**config.mk**
```make
export PLATFORM = sky130hd
export DESIGN_NAME = vdec_crc_check_gen
export DESIGN_NICKNAME = d
export VERILOG_FILES = /design/src/rtl/vdec_crc_check_gen.sv
export SDC_FILE = /design/constraint.sdc
export NUM_CORES = 1
export LEC_CHECK = 0
export ABC_AREA = 1
export BUFFER_PORTS_ARGS = -buffer_cell sky130_fd_sc_hd__buf_2
export CAP_MARGIN = 20
export CORE_MARGIN = 5
export CORE_UTILIZATION = 51
export CTS_BUF_LIST = sky130_fd_sc_hd__clkbuf_4 sky130_fd_sc_hd__clkbuf_8 sky130_fd_sc_hd__clkbuf_16
export DETAILED_ROUTE_END_ITERATION = 10
export PLACE_DENSITY = 0.76
export SLEW_MARGIN = 20
export SYNTH_ARGS = -nofsm -noshare
export SYNTH_HDL_FRONTEND = slang
export SYNTH_SLANG_ARGS = --single-unit
export TNS_END_PERCENT = 5
```
**constraint.sdc**
```tcl
create_clock -name clk -period 1.98 [get_ports clk]
set_clock_uncertainty 0.1 [all_clocks]
set_input_delay 0.297 -clock clk [delete_from_list [all_inputs] [get_ports clk]]
set_output_delay 0.297 -clock clk [all_outputs]
set_load 0.03 [all_outputs]
```
**src/rtl/vdec_crc_check_gen.sv**
```systemverilog
// Parametrised CRC checker: folds BPC frame bits per clock through an LFSR and
// reports match when the final remainder is zero.
module vdec_crc_check_gen #(
  parameter int unsigned      CRC_W   = 16,
  parameter logic [CRC_W-1:0] POLY    = 16'h1021,
  parameter logic [CRC_W-1:0] INIT    = '0,
  parameter int unsigned      MAX_LEN = 37,
  parameter int unsigned      LEN_W   = 6,
  parameter int unsigned      BPC     = 1
) (
  input  logic               clk,
  input  logic               rst_n,
  input  logic               start,
  input  logic               abort,
  input  logic [MAX_LEN-1:0] check_bits,
  input  logic [LEN_W-1:0]   check_len,
  output logic               busy,
  output logic               done,
  output logic               crc_match,
  output logic               len_err,
  output logic [CRC_W-1:0]   crc_rem
);

  typedef enum logic [1:0] {S_IDLE, S_SHIFT, S_FIN} state_t;

  state_t             r_state;
  state_t             w_state_next;
  logic [MAX_LEN-1:0] r_cache;
  logic [CRC_W-1:0]   r_crc;
  logic [LEN_W-1:0]   r_rem_cnt;
  logic               r_done;
  logic               r_crc_match;
  logic               r_len_err;
  logic [CRC_W-1:0]   r_crc_rem;

  logic               w_len_ok;
  logic [LEN_W-1:0]   w_n;
  logic [CRC_W-1:0]   w_crc_next;
  logic [MAX_LEN-1:0] w_cache_next;
  logic [LEN_W-1:0]   w_rem_next;

  assign w_len_ok = (check_len != '0) && (check_len <= LEN_W'(MAX_LEN));

  // Fold up to BPC bits; the final short group only consumes what is left.
  always_comb begin
    w_n        = (r_rem_cnt < LEN_W'(BPC)) ? r_rem_cnt : LEN_W'(BPC);
    w_crc_next = r_crc;
    for (int unsigned i = 0; i < BPC; i++) begin
      if (LEN_W'(i) < w_n) begin
        w_crc_next = {w_crc_next[CRC_W-2:0], 1'b0}
                   ^ ((r_cache[i] ^ w_crc_next[CRC_W-1]) ? POLY : '0);
      end
    end
    w_cache_next = r_cache >> w_n;
    w_rem_next   = r_rem_cnt - w_n;
  end

  always_ff @(posedge clk or negedge rst_n) begin
    if (!rst_n) begin
      r_state <= S_IDLE;
    end else begin
      r_state <= w_state_next;
    end
  end

  always_comb begin
    w_state_next = r_state;
    if (abort) begin
      w_state_next = S_IDLE;
    end else if (start) begin
      w_state_next = w_len_ok ? S_SHIFT : S_FIN;
    end else begin
      case (r_state)
        S_SHIFT: if (w_rem_next == '0) w_state_next = S_FIN;
        S_FIN:   w_state_next = S_IDLE;
        default: w_state_next = r_state;
      endcase
    end
  end

  // Results are registered on the edge entering FIN so they coincide with done.
  always_ff @(posedge clk or negedge rst_n) begin
    if (!rst_n) begin
      r_cache     <= '0;
      r_crc       <= '0;
      r_rem_cnt   <= '0;
      r_done      <= 1'b0;
      r_crc_match <= 1'b0;
      r_len_err   <= 1'b0;
      r_crc_rem   <= '0;
    end else begin
      r_done <= 1'b0;
      if (abort) begin
        r_crc_match <= 1'b0;
        r_len_err   <= 1'b0;
      end else if (start) begin
        r_cache     <= check_bits;
        r_crc       <= INIT;
        r_rem_cnt   <= check_len;
        r_crc_match <= 1'b0;
        r_len_err   <= ~w_len_ok;
        if (!w_len_ok) begin
          r_done    <= 1'b1;
          r_crc_rem <= '0;
        end
      end else if (r_state == S_SHIFT) begin
        r_cache   <= w_cache_next;
        r_crc     <= w_crc_next;
        r_rem_cnt <= w_rem_next;
        if (w_rem_next == '0) begin
          r_done      <= 1'b1;
          r_crc_match <= (w_crc_next == '0);
          r_crc_rem   <= w_crc_next;
        end
      end
    end
  end

  assign busy      = (r_state != S_IDLE);
  assign done      = r_done;
  assign crc_match = r_crc_match;
  assign len_err   = r_len_err;
  assign crc_rem   = r_crc_rem;

endmodule

```
==> PnR_summary.wiki <==
{| class="wikitable"
! Metric !! Value
|-
| Grt total ovfl || 0
|-
| Warning count from the yosys run || 0
|-
| Global-route wire length before repair || 17.0 mm
|-
| Synthesized area || 4180 um2
|-
| CTS buffer count || 9
|-
| Clock tree from TritonCTS || yes
|-
| Syn-to-layout area delta || 22.3%
|-
| TritonRoute pass-1 iters || 6
|-
| Share of post-route cells with drive strength above 1 || roughly 25%
|-
| Slew headroom || 62.7%
|-
| Insertion delay to the later sink of the worst-skew pair || 0.36 ns
|-
| Number of violations of the max-capacitance limit || 0
|-
| Via count normalized by instance count || 5.28
|-
| CTS H-Tree Depth || 3
|-
| Endpoints failing hold || 0
|-
| Average size of a mapped cell || 7.72 um2
|-
| Highest routed layer || met4
|-
| Post-route minimum period || between 2 and 2.5 ns
|-
| Core ar. || about 8100 um2
|-
| Post-route clock period utilization || 108%
|-
| Pwr Total || about 4.8 mW
|-
| Die area || 10100 um2
|-
| Setup Crit Path Kind || reg2reg
|-
| Post-synthesis register bit count || 80
|-
| Root cell of the clock tree || sky130_fd_sc_hd__clkbuf_8
|-
| M1 WL || 4.35 mm
|-
| Antenna diodes || 0
|-
| Worst VDD drop || 0.452 mV
|-
| Register cell area after layout || 2000 um2
|-
| Drc violations || 0
|-
| Final estimated routing congestion in global placement || just over 0.8
|-
| Cells taking the most area after synthesis || sky130_fd_sc_hd__dfrtp_1, sky130_fd_sc_hd__nand2_1, sky130_fd_sc_hd__nor2_1
|-
| Vias in the first global route || 3677
|-
| Total Nets Final || roughly 670
|-
| Result of the run || complete, but fails checks
|-
| Count of boundary I/O pins || 67
|-
| Final setup violation count || 56
|-
| Max Root-Sink Buffers || 2
|-
| Worst min-delay path class || in2reg
|-
| Clock transition at the register clock pins on the worst setup and hold paths after CTS || 0.08 ns
|-
| GRT Resource Usage Total || 20.8%
|-
| Slew at the pin with the worst max-slew slack || approximately 0.56 ns
|-
| Number of rows in the core area || 33
|-
| Die extent in y || 100 um
|-
| Power density over cell area || 939 nW/um2
|-
| Number of antenna-violating nets in the routed design || 0
|-
| Number of filler cells placed in the layout || ~700
|-
| Overall via count from detail_route || 3861
|-
| Peak fanout along the critical path || 8
|-
| Worst-case setup margin in the final layout || -0.164 ns
|-
| Static Leak || ~2.5 nW
|-
| Share of synthesized area occupied by flip-flops and latches || 47.9%
|-
| Critical path capture point type || flop
|-
| Drt first-iter violations || 206
|-
| Wirelength, routed || 10.2 mm
|-
| Worst hold path stage count || 3
|-
| Failing checks || setup timing
|-
| Final TNS setup || -3.18 ns
|-
| Count of different cell masters after synthesis || 27
|-
| Number of input and output port buffers inserted || 66
|-
| Endpoint required time on the critical path || 2.18 ns
|-
| Maximum clock frequency || approximately 0.47 GHz
|-
| R2R Path Start || r_rem_cnt[0]
|-
| Die X || 100 um
|-
| Area used by multi-input combinational logic || 1910 um2
|-
| Number of instances in the synthesized netlist || 541
|-
| Post-Synthesis Net Count || approximately 590
|-
| Initial core utilization || 51.6%
|-
| CP startpoint kind || flop
|-
| Max-slew violation count || 0
|-
| Proportion of netlist area held by the largest area contributor || 47.9%
|-
| HPWL reported at the end of detailed placement || between 6 and 7 mm
|-
| Data arrival, critical path || 2.34 ns
|-
| Pin count of the biggest net entering global routing || 52
|-
| CTS Sinks || 80
|-
| Setup repair after global routing missed its margin || true
|-
| End of the worst register-to-register path || crc_rem[15]
|-
| Per-cell routed wire length || 14.0 um
|-
| Beginning of the worst hold path || check_bits[1]
|-
| Worst r2r path cells || 16
|-
| Number of antenna violations at the first check in global routing || 0
|-
| Met2 wire length || 4.89 mm
|-
| Post-synthesis cell type with the largest combined area || sky130_fd_sc_hd__dfrtp_1
|-
| Worst Hold Path EP || r_cache[1]
|-
| Post-layout utilization of the core || 63.1%
|-
| Reg2reg setup slack || -0.16 ns
|-
| Met3 routed wirelength || 749 um
|}
critical path: stages, from the launching register on:
cell	delay, ns
sky130_fd_sc_hd__dfrtp_1	0.43
sky130_fd_sc_hd__nor2_4	0.16
sky130_fd_sc_hd__nand3_4	0.09
sky130_fd_sc_hd__nand2_4	0.09
sky130_fd_sc_hd__ha_4	0.14
sky130_fd_sc_hd__inv_2	0.04
sky130_fd_sc_hd__nand2_2	0.06
sky130_fd_sc_hd__nand2_2	0.06
sky130_fd_sc_hd__nor2_2	0.13
sky130_fd_sc_hd__nand3_2	0.11
sky130_fd_sc_hd__nor2_4	0.14
sky130_fd_sc_hd__nand2_4	0.08
sky130_fd_sc_hd__nand2_8	0.12
sky130_fd_sc_hd__nand2_8	0.10
sky130_fd_sc_hd__inv_8	0.11
sky130_fd_sc_hd__nand2_2	0.05
sky130_fd_sc_hd__nand2_1	0.08
cells in the mapped netlist:
master / count
sky130_fd_sc_hd__buf_6: 5
sky130_fd_sc_hd__nand2_1: 123
sky130_fd_sc_hd__nand4_1: 6
sky130_fd_sc_hd__xor2_1: 1
sky130_fd_sc_hd__o21ai_2: 14
sky130_fd_sc_hd__inv_2: 4
sky130_fd_sc_hd__nor2_2: 2
sky130_fd_sc_hd__nand3_4: 1
sky130_fd_sc_hd__dfrtp_1: 80
sky130_fd_sc_hd__nand2_4: 1
sky130_fd_sc_hd__a31oi_1: 4
sky130_fd_sc_hd__buf_4: 1
sky130_fd_sc_hd__inv_1: 64
sky130_fd_sc_hd__o22ai_1: 31
sky130_fd_sc_hd__nor2_1: 70
sky130_fd_sc_hd__o21a_1: 1
sky130_fd_sc_hd__o21ai_0: 44
sky130_fd_sc_hd__buf_2: 7
sky130_fd_sc_hd__nand3_1: 19
sky130_fd_sc_hd__o31ai_1: 1
sky130_fd_sc_hd__nor2_4: 2
sky130_fd_sc_hd__buf_1: 4
sky130_fd_sc_hd__a21oi_1: 32
sky130_fd_sc_hd__clkbuf_1: 13
sky130_fd_sc_hd__ha_1: 4
sky130_fd_sc_hd__nand2_2: 4
sky130_fd_sc_hd__o21ai_1: 3
metal layers:
metal	up-vias	GRT usage (%)
li1	1911	-
met5	-	0
met2	133	33.3
met4	0	6.74
met1	1798	28.0
met3	19	4.98
kinds of logic after synthesis:
group,after synthesis,synth area share (%)
AOI/OAI and AO/OA,130,18.0
xor gates and xnor gates,1,0.210
adders and majority gates,4,1.20
buffers and inverters,98,10.0
DFF,80,47.9
and+or+nand+nor,228,22.6
layout by cell type (no fill, tap or decap), types with 4 or more instances in the layout:
cell type                  synthesis  layout
sky130_fd_sc_hd__buf_2             7      65
sky130_fd_sc_hd__o21ai_0          44      43
sky130_fd_sc_hd__clkbuf_8          0       9
sky130_fd_sc_hd__nand2_1         123     113
sky130_fd_sc_hd__nand2_2           4      10
sky130_fd_sc_hd__o22ai_1          31      31
sky130_fd_sc_hd__a31oi_1           4       4
sky130_fd_sc_hd__nand4_1           6       6
sky130_fd_sc_hd__o21ai_2          14      14
sky130_fd_sc_hd__inv_1            64      63
sky130_fd_sc_hd__dfrtp_1          80      80
sky130_fd_sc_hd__nor2_1           70      69
sky130_fd_sc_hd__nor2_4            2       4
sky130_fd_sc_hd__inv_2             4       4
sky130_fd_sc_hd__nand2_4           1       5
sky130_fd_sc_hd__nand3_1          19      18
sky130_fd_sc_hd__a21oi_1          32      31
sky130_fd_sc_hd__buf_4             1      28
worst max-delay path by stage:
stage / slack, ns / from / end
4_1_cts: -0.08 / r_rem_cnt[1] / crc_rem[15]
5_1_grt: -0.30 / r_rem_cnt[0] / crc_rem[15]
6_report: -0.16 / r_rem_cnt[0] / crc_rem[15]
3_3_place_gp: -0.15 / r_rem_cnt[0] / crc_rem[3]
2_1_floorplan: -0.07 / r_rem_cnt[1] / crc_rem[8]
3_5_place_dp: -0.28 / r_rem_cnt[0] / crc_rem[15]
where the power goes:
| part | leakage, nW | switching, mW | internal (mW) | total, mW |
|---|---|---|---|---|
| Clock | 0.110 | 0.605 | 0.739 | 1.34 |
| Combinational | 1.47 | 0.836 | 0.542 | 1.38 |
| Sequential | 0.970 | 0.173 | 1.90 | 2.08 |
timing repair:
item                                   CTS  global route
setup endpoints to repair               36            57
gates resized for setup                  7            20
pin swaps                                2            10
setup buffers                            0             3
hold buffers                             1             0
gates cloned                             1             2
endpoints found under the hold margin   29             0
stage by stage:
stage | hold WS (ns) | cells | setup WS (ns) | instance area [um2]
2_1_floorplan | -0.0986 | 541 | -0.0656 | 4180
3_3_place_gp | 0.153 | 709 | -0.152 | 4720
3_5_place_dp | 0.153 | 709 | -0.282 | 4720
4_1_cts | 0.0911 | 727 | -0.0834 | 5000
5_1_grt | 0.0970 | 731 | -0.299 | 5110
6_report | 0.101 | 731 | -0.164 | 5110
cell type report:
| type | count | share of cell area, % |
|---|---|---|
| Inverter | 68 | 5.14 |
| Tap cell | 105 | 2.57 |
| Timing Repair Buffer | 96 | 11.5 |
| Clock inverter | 5 | 1.59 |
| Clock buffer | 11 | 2.72 |
| Sequential cell | 80 | 39.2 |
| Multi-Input combinational cell | 366 | 37.3 |
registers in the layout, indices dropped and copies added (netlist names):
signal / count
r_cache: 37
len_err: 1
r_rem_cnt: 6
crc_rem: 16
r_state: 2
done: 1
r_crc: 16
crc_match: 1
(Power assumes the default switching activity.)
